--- config.mk ---
export PLATFORM = sky130hd
export DESIGN_NAME = model_sweep_ctrl
export DESIGN_NICKNAME = d
export VERILOG_FILES = /design/src/rtl/model_sweep_ctrl.sv
export SDC_FILE = /design/constraint.sdc
export NUM_CORES = 1
export LEC_CHECK = 0
export BUFFER_PORTS_ARGS = -buffer_cell sky130_fd_sc_hd__buf_2
export CAP_MARGIN = 20
export CORE_MARGIN = 4
export CORE_UTILIZATION = 62
export CTS_BUF_LIST = sky130_fd_sc_hd__clkbuf_2
export CTS_CLUSTER_SIZE = 28
export DETAILED_ROUTE_END_ITERATION = 7
export GPL_ROUTABILITY_DRIVEN = 0
export GPL_TIMING_DRIVEN = 0
export PLACE_DENSITY = 0.95
export SLEW_MARGIN = 25
export SYNTH_ARGS = -nofsm -noshare
export SYNTH_HDL_FRONTEND = slang
export SYNTH_SLANG_ARGS = --single-unit
--- constraint.sdc ---
create_clock -name clk -period 8.3 [get_ports clk]
set_clock_uncertainty 0.15 [all_clocks]
set_input_delay 1.245 -clock clk [delete_from_list [all_inputs] [get_ports clk]]
set_output_delay 1.245 -clock clk [all_outputs]
set_load 0.05 [all_outputs]
--- src/rtl/model_sweep_ctrl.sv ---
// Sweeps an msdsl model through configurations: reset, settle, sample, hand off.
// Tracks the signed min/max of the samples taken in the current sweep.
module model_sweep_ctrl #(
  parameter int G_WIDTH    = 25,
  parameter int CFG_W      = 4,
  parameter int SETTLE_W   = 16,
  parameter int RST_CYCLES = 4
) (
  input  logic                       clk,
  input  logic                       rst,
  input  logic                       start,
  input  logic                       abort,
  input  logic [CFG_W-1:0]           cfg_count,
  input  logic [SETTLE_W-1:0]        settle_cycles,
  input  logic signed [G_WIDTH-1:0]  g_in,
  output logic                       model_rst,
  output logic [CFG_W-1:0]           cfg_idx,
  output logic                       busy,
  output logic                       done,
  output logic                       sample_valid,
  input  logic                       sample_ready,
  output logic signed [G_WIDTH-1:0]  sample_data,
  output logic [CFG_W-1:0]           sample_idx,
  output logic signed [G_WIDTH-1:0]  g_min,
  output logic signed [G_WIDTH-1:0]  g_max
);

  typedef enum logic [2:0] {
    S_IDLE,
    S_RESET,
    S_SETTLE,
    S_WAIT,
    S_DONE
  } state_t;

  localparam logic [SETTLE_W-1:0] RST_LAST =
    SETTLE_W'(RST_CYCLES - 1);

  state_t              state;
  state_t              state_n;
  logic [CFG_W-1:0]    n_lat;
  logic [SETTLE_W-1:0] s_lat;
  logic [SETTLE_W-1:0] cnt;
  logic                seen;
  logic                rst_end;
  logic                set_end;
  logic                hs;
  logic                last;

  assign rst_end = (cnt == RST_LAST);
  assign set_end = (cnt == s_lat);
  assign hs      = sample_valid && sample_ready;
  assign last    = (cfg_idx == n_lat - CFG_W'(1));

  always_comb begin
    state_n   = state;
    model_rst = 1'b1;
    busy      = 1'b0;
    done      = 1'b0;
    unique case (state)
      S_IDLE: begin
        if (start)
          state_n = (cfg_count == '0) ? S_DONE : S_RESET;
      end
      S_RESET: begin
        busy = 1'b1;
        if (abort)        state_n = S_IDLE;
        else if (rst_end) state_n = S_SETTLE;
      end
      S_SETTLE: begin
        busy      = 1'b1;
        model_rst = 1'b0;
        if (abort)        state_n = S_IDLE;
        else if (set_end) state_n = S_WAIT;
      end
      S_WAIT: begin
        busy      = 1'b1;
        model_rst = 1'b0;
        if (abort)   state_n = S_IDLE;
        else if (hs) state_n = last ? S_DONE : S_RESET;
      end
      S_DONE: begin
        done    = 1'b1;
        state_n = S_IDLE;
      end
      default: state_n = S_IDLE;
    endcase
  end

  always_ff @(posedge clk or negedge rst) begin
    if (!rst) begin
      state        <= S_IDLE;
      cnt          <= '0;
      n_lat        <= '0;
      s_lat        <= '0;
      seen         <= 1'b0;
      cfg_idx      <= '0;
      sample_valid <= 1'b0;
      sample_data  <= '0;
      sample_idx   <= '0;
      g_min        <= '0;
      g_max        <= '0;
    end else begin
      state <= state_n;
      if (state_n != state)
        cnt <= '0;
      else if (state == S_RESET || state == S_SETTLE)
        cnt <= cnt + SETTLE_W'(1);
      if (state == S_IDLE && start) begin
        n_lat   <= cfg_count;
        s_lat   <= settle_cycles;
        seen    <= 1'b0;
        cfg_idx <= '0;
      end
      if (state == S_SETTLE && !abort && set_end) begin
        sample_data  <= g_in;
        sample_idx   <= cfg_idx;
        sample_valid <= 1'b1;
      end
      if (state == S_WAIT) begin
        if (abort) begin
          sample_valid <= 1'b0;
        end else if (hs) begin
          sample_valid <= 1'b0;
          seen         <= 1'b1;
          // First sample of a sweep seeds both extremes
          if (!seen || sample_data < g_min) g_min <= sample_data;
          if (!seen || sample_data > g_max) g_max <= sample_data;
          if (!last) cfg_idx <= cfg_idx + CFG_W'(1);
        end
      end
    end
  end

endmodule

==> results.txt, run 1 <==
Reg area - 0.00310 mm2
Post-Syn Area - 0.00717 mm2
Status - finished, final reports clean
Initial DRC Count - 844
Critical Path RT - 6.90 ns
Clk pin slew, worst setup/hold paths - 0.19 ns
Worst vdd ir - 181 uV
Kind of start point of the critical path - flop
Critical Setup Path Class - reg2out
Post_cts resized - 0
Global-route wire length before repair - 30.5 mm
DR pass1 iterations - 6
Fraction of layout cells with a size suffix above 1 - 24.8%
Reg2reg start - cnt[4]
Average size of a mapped cell - 9.89 um2
Crit path DAT - 1.98 ns
Mapped Cells - 725
Final WL - 18.5 mm
Async set or reset register ratio after synthesis - 100%
Vias in the first global route - 6101
H-Tree Depth - 4
Yosys cell types - 55
CTS tree - yes
Clock latency on the worst-skew pair - 0.73 ns
DP HPWL - 13.5 mm
Area of the multi-input gates - 0.00367 mm2
R2R Setup Slk - 5.06 ns
GR Overflow Total - 0
Reg2reg path depth - 8
Critical path destination - done
Hold WC Path Type - in2async
P_leak - 4.31 nW
Clk buf depth - 2
Period utilisation layout - 40.6%
Total Power - 1.38 mW
Synthesis Warnings - 0
Starting Density - 63.1%
Die Height - 116 um
Sequential area share after synthesis - 43.3%
Top FF cell, synth - dfrtp_1
Syn nets - 827
Fill cells - 787
Yosys reg bits - 124
Placed Instance Area - 0.00807 mm2
CP Capture Type - primary output
Number of remaining DRC errors - 0
Area Growth Syn to Fin - 17.1%
Maximum clock frequency - 0.296 GHz
Vias per inst - 6.20
DRT antenna net count - 0
Final Setup Violations - 0
Final net count - 983
Cell Rows - 39
R2r endpoint - cnt[14]
Initial antenna violation count - 0
Core box area - 0.0114 mm2
Setup_tns - 0 ns
Fin. max-slew vios - 0
Vias - 6439
Total die area - 0.0134 mm2
Post-synth EDFFs - 0
Total track usage - 28.9%
CTS Sinks - 124
Wire per inst - 17.9 um
CTS buffer count - 17
Max cap viols - 0
Fin. Hold Viols - 0
Io pins - 137
Setup Fix Bufs, Post-CTS - 0
Crit path launch - state[2]
Hold buffers post-CTS - 0
Pwr per Cell Area - 164 mW/mm2
Max transition margin - 33.8%
Pin count of the biggest net entering global routing - 81
Worst-margin pin slew - 0.984 ns
Unrepaired setup endpoints after global routing - no
Crit-path max FO - 10
CTS root buf - clkbuf_2
Post-route cell area - 0.00840 mm2
Tmin final - 3.37 ns
Die width - 116 um
IO buf count - 136
-- layout by cell type (no fill, tap or decap), types with 3 or more instances in the layout --
master / instances
nand4_1: 35
o21ai_0: 13
and3_1: 3
ha_1: 52
a21oi_1: 16
or3_1: 5
a211oi_2: 10
buf_2: 150
mux2_2: 21
bufinv_16: 6
o311ai_0: 5
a211oi_1: 8
clkbuf_2: 17
nor2b_1: 5
o22ai_1: 25
clkinvlp_4: 5
dfrtp_1: 124
inv_1: 57
a21o_1: 9
nand3_1: 35
xnor2_1: 17
nor3_1: 7
mux2_1: 26
and4_1: 5
nand2b_1: 4
nor2_1: 24
nor4_1: 6
xor2_1: 21
and2_1: 3
clkbuf_1: 25
a211o_1: 3
nand2_1: 98
o311ai_1: 20
-- logic make-up after synthesis --
kind of cell | share of synthesized area, %
compound gates | 13.2
xor+xnor | 4.97
buf+inv | 5.55
fa+ha+maj | 9.07
flops | 43.3
mux | 7.52
simple gates | 16.4
-- registers in the layout, summed over array words and instances, names as in the netlist --
name,flops
g_min,25
cfg_idx,4
cnt,16
state,3
sample_valid,1
s_lat,16
sample_data,25
n_lat,4
seen,1
sample_idx,4
g_max,25
-- final cells by class --
type,instances,area share [%]
Antenna cell,1,0.0298
Sequential cell,124,36.9
Clock buffer,17,1.01
Multi-Input combinational cell,502,43.7
Inverter,57,2.55
Buffer,42,2.19
Tap cell,143,2.13
Clock inverter,15,2.89
Timing Repair Buffer,137,8.55
-- worst max-delay path, cell delays in order, from the launching register on --
cell	delay, ns
dfrtp_1	0.45
clkbuf_1	0.38
and2_1	0.18
buf_2	0.25
-- per-layer routing --
layer,GRT usage (%),wire (um),vias up
li1,-,-,2940
met1,39.4,7530,3047
met2,44.5,8660,372
met3,7.00,1670,80
met4,12.0,680,0
met5,0,0,-
-- how the worst min path moves through the flow --
stage,slack (ns),startpoint,to,cells past startpoint
finish,0.22,rst,sample_idx[2],1
global route,0.17,rst,sample_idx[2],1
CTS,0.18,rst,sample_idx[2],1
detailed placement,0.32,sample_idx[2],sample_idx[2],1
global placement,0.31,sample_idx[1],sample_idx[1],1
floorplan,0.35,s_lat[0],s_lat[0],1
-- through the flow --
| stage | cells | utilization, % | setup slack (ns) | hold slack, ns |
|---|---|---|---|---|
| after detailed placement | 1005 | 71.0 | 4.67 | 0.319 |
| after CTS | 1037 | 73.8 | 4.88 | 0.180 |
| after global placement | 1004 | 70.6 | 4.21 | 0.312 |
| after floorplan | 725 | - | 5.19 | 0.351 |
| after global routing | 1037 | 73.8 | 4.79 | 0.172 |
| final | 1038 | 73.9 | 4.93 | 0.224 |
-- cell usage after synthesis, drive strengths merged, types with 18 or more instances --
cell type  count  area share [%]
o311ai        25             3.1
nand3         35             2.4
nand4         35             3.1
mux2          47             7.4
ha            52             9.1
a211oi        18             2.6
xor2          21             2.6
clkbuf        25             1.3
inv           57             3.0
dfrtp        124              43
o22ai         25             2.2
nor2          24             1.3
nand2         98             5.1
-- report_power, final --
| group | leakage (nW) | internal, mW | switching, mW |
|---|---|---|---|
| combinational | 2.59 | 0.0952 | 0.108 |
| sequential | 1.55 | 0.644 | 0.0307 |
| clock | 0.168 | 0.257 | 0.244 |
| total | 4.31 | 0.996 | 0.382 |
Power figures use the tool's default switching activity.
==> run 2, diff against run 1 <==
--- a/config.mk
+++ b/config.mk
@@ -5,16 +5,17 @@
 export SDC_FILE = /design/constraint.sdc
 export NUM_CORES = 1
 export LEC_CHECK = 0
+export ABC_AREA = 1
 export BUFFER_PORTS_ARGS = -buffer_cell sky130_fd_sc_hd__buf_2
 export CAP_MARGIN = 20
 export CORE_MARGIN = 4
-export CORE_UTILIZATION = 62
+export CORE_UTILIZATION = 58
 export CTS_BUF_LIST = sky130_fd_sc_hd__clkbuf_2
 export CTS_CLUSTER_SIZE = 28
 export DETAILED_ROUTE_END_ITERATION = 7
 export GPL_ROUTABILITY_DRIVEN = 0
 export GPL_TIMING_DRIVEN = 0
-export PLACE_DENSITY = 0.95
+export PLACE_DENSITY = 0.9
 export SLEW_MARGIN = 25
 export SYNTH_ARGS = -nofsm -noshare
 export SYNTH_HDL_FRONTEND = slang
==> constraint.sdc (replaced) <==
create_clock -name clk -period 3.4 [get_ports clk]
set_clock_uncertainty 0.15 [all_clocks]
set_input_delay 0.51 -clock clk [delete_from_list [all_inputs] [get_ports clk]]
set_output_delay 0.51 -clock clk [all_outputs]
set_load 0.05 [all_outputs]
==> run 2 against run 1 <==
Global-route usage decreased by 0.80 points. Die area grew 4.3%. Power rose by 150%. Largest power group unchanged. Register-to-register slack got worse by 4.2 ns. Via count grew 2.1%. Critical path depth is 9 higher.
==> results.txt, run 2 <==
Pwr per Cell Area - 394 mW/mm2 (+140%)
Fin. Hold Viols - 0 (unchanged)
Wire per inst - 15.5 um (-13%)
Fraction of layout cells with a size suffix above 1 - 21.8% (-3.1 points)
CP Capture Type - flop
Yosys cell types - 37 (-33%)
Async set or reset register ratio after synthesis - 100% (unchanged)
Setup Fix Bufs, Post-CTS - 0 (unchanged)
DR pass1 iterations - 5 (-1)
Post-Syn Area - 0.00702 mm2 (-2.2%)
Io pins - 137 (unchanged)
Total die area - 0.0139 mm2 (+4.3%)
Clk pin slew, worst setup/hold paths - 0.18 ns (about the same)
Vias - 6571 (+2.1%)
Kind of start point of the critical path - flop
Clk buf depth - 2 (unchanged)
Clock latency on the worst-skew pair - 0.73 ns (about the same)
Post_cts resized - 0 (unchanged)
Worst-margin pin slew - 0.575 ns (-0.410 ns)
Maximum clock frequency - 0.386 GHz
GR Overflow Total - 0 (unchanged)
Starting Density - 60.4% (-2.7 points)
Count leader, synth - nand2_1
Cell Rows - 39 (unchanged)
Max transition margin - 61.3% (+28 points)
Synth area leaders - dfrtp_1 44%, nand2_1 14%, ha_1 9.3%
Final worst setup slack - 0.812 ns (-4.11 ns)
Synth cell count leaders - 270 x nand2_1, 124 x dfrtp_1, 114 x inv_1
Die Height - 118 um (+2.1%)
Biggest area consumer among synthesized cells - dfrtp_1
IO buf count - 136 (unchanged)
Initial antenna violation count - 1 (+1)
Unrepaired setup endpoints after global routing - no
Final net count - 1164 (+18%)
Pin count of the biggest net entering global routing - 90 (+11%)
CTS root buf - clkbuf_2
Top FF cell, synth - dfrtp_1
Period utilisation layout - 76.1%
CTS Sinks - 124 (unchanged)
Hold WC Path Type - in2async
Top Registers - g_max (25), g_min (25), sample_data (25)
Status - finished, final reports clean
H-Tree Depth - 4 (unchanged)
Vias per inst - 5.39 (-13%)
Vias in the first global route - 6621 (+8.5%)
Crit path DAT - 3.10 ns (+1.12 ns)
Critical Setup Path Class - reg2reg
Initial DRC Count - 501 (-41%)
DP Worst Slack - 0.853 ns (-3.82 ns)
Total track usage - 28.1% (-0.80 points)
DP HPWL - 12.9 mm (-4.3%)
Mapped Cells - 859 (+18%)
DRT antenna net count - 0 (unchanged)
Sequential area share after synthesis - 44.2% (+0.96 points)
Die width - 118 um (+2.1%)
Core box area - 0.0116 mm2 (+2.1%)
Final Setup Violations - 0 (unchanged)
Share of the synthesized area in the top cell type - 44.2% (+0.96 points)
Tmin final - 2.59 ns
Synthesis Warnings - 0 (unchanged)
Reg area - 0.00310 mm2 (unchanged)
Average size of a mapped cell - 8.17 um2 (-17%)
Number of remaining DRC errors - 0 (unchanged)
CTS buffer count - 17 (unchanged)
Min Hold Slack - 0.0673 ns (-0.157 ns)
Crit-path max FO - 10 (unchanged)
Critical Path RT - 3.92 ns (-2.98 ns)
P_leak - 4.91 nW (+14%)
Most frequent cells in the layout - 270 x nand2_1, 143 x buf_2, 124 x dfrtp_1
Max cap viols - 0 (unchanged)
Global-route wire length before repair - 31.6 mm (+3.6%)
Post-synth EDFFs - 0 (unchanged)
Setup_tns - 0 ns (unchanged)
Yosys reg bits - 124 (unchanged)
CTS tree - yes
Area of the multi-input gates - 0.00334 mm2 (-8.9%)
Area Growth Syn to Fin - 23.2%
Commonest non-fill, non-tap cell in the layout - nand2_1
Hold buffers post-CTS - 47 (+47)
Fin. max-slew vios - 0 (unchanged)
Fill cells - 848 (+7.8%)
Worst vdd ir - 356 uV (+96%)
Syn nets - 961 (+16%)
Final WL - 18.9 mm (+1.9%)
run 2: final cells by class:
class / count / area share [%]
multi-input cells: 595 / 38.7
flip-flops and latches: 124 / 35.9
repair buffers: 184 / 13.8
inverters: 119 / 5.17
well taps: 143 / 2.07
clock inverters: 11 / 1.72
plain buffers: 21 / 1.42
clock buffers: 21 / 1.22
diodes: 2 / 0.0579
run 2: report_power, final:
part | internal, mW | total [mW] | switching (mW)
clock network | 0.482 | 1.02 | 0.537
logic | 0.264 | 0.701 | 0.438
registers | 1.59 | 1.68 | 0.0948
total | 2.33 | 3.40 | 1.07
run 2: metrics by stage:
step	power, mW	cell area [um2]	util, %	instances
after floorplan	2.15	7020	-	859
after global placement	2.32	7880	67.8	1138
after detailed placement	2.35	7910	68.1	1139
after CTS	3.39	8640	74.4	1218
after global routing	3.59	8640	74.4	1220
final	3.40	8640	74.4	1220
run 2: kinds of logic (layout without fill, tap and decap cells):
| logic type | after synthesis | after routing | synth area share, % |
|---|---|---|---|
| AND/OR/NAND/NOR | 442 | 442 | 27.2 |
| buffers and inverters | 140 | 356 | 8.11 |
| flip-flops | 124 | 124 | 44.2 |
| adder cells (fa/ha/maj) | 52 | 52 | 9.27 |
| AO/OA/AOI/OAI | 51 | 51 | 3.96 |
| multiplexers | 26 | 26 | 4.21 |
| XOR/XNOR | 24 | 24 | 3.00 |
| other | 0 | 2 | 0 |
run 2: critical path: stages, from the launching register on:
cell	delay, ns
dfrtp_1	0.49
ha_1	0.38
nand2_1	0.09
nor2_1	0.15
nand4_1	0.15
nor2_1	0.14
nand2_1	0.09
nand3_1	0.10
nand3_2	0.20
nand2_2	0.22
buf_4	0.21
nand2_1	0.08
nand2_1	0.08
run 2: worst paths after layout:
| path | start | endpoint | cells past startpoint | slack [ns] |
|---|---|---|---|---|
| setup / recovery | sample_data[24] | g_min[5] | 12 | 0.81 |
| hold / removal | rst | cnt[2] | 2 | 0.07 |
| setup reg to reg | sample_data[24] | g_min[5] | 12 | 0.81 |
| hold reg to reg | sample_idx[1] | sample_idx[1] | 2 | 0.36 |
| max in group asynchronous | rst | g_min[14] | 3 | 2.32 |
| min in group clk | sample_ready | sample_valid | 4 | 0.09 |
run 2: layer usage:
| layer | GRT usage (%) | part of all wire [%] |
|---|---|---|
| met1 | 34.0 | 40 |
| met2 | 46.5 | 49 |
| met3 | 7.11 | 7.2 |
| met4 | 14.3 | 3.7 |
| met5 | 0 | 0 |
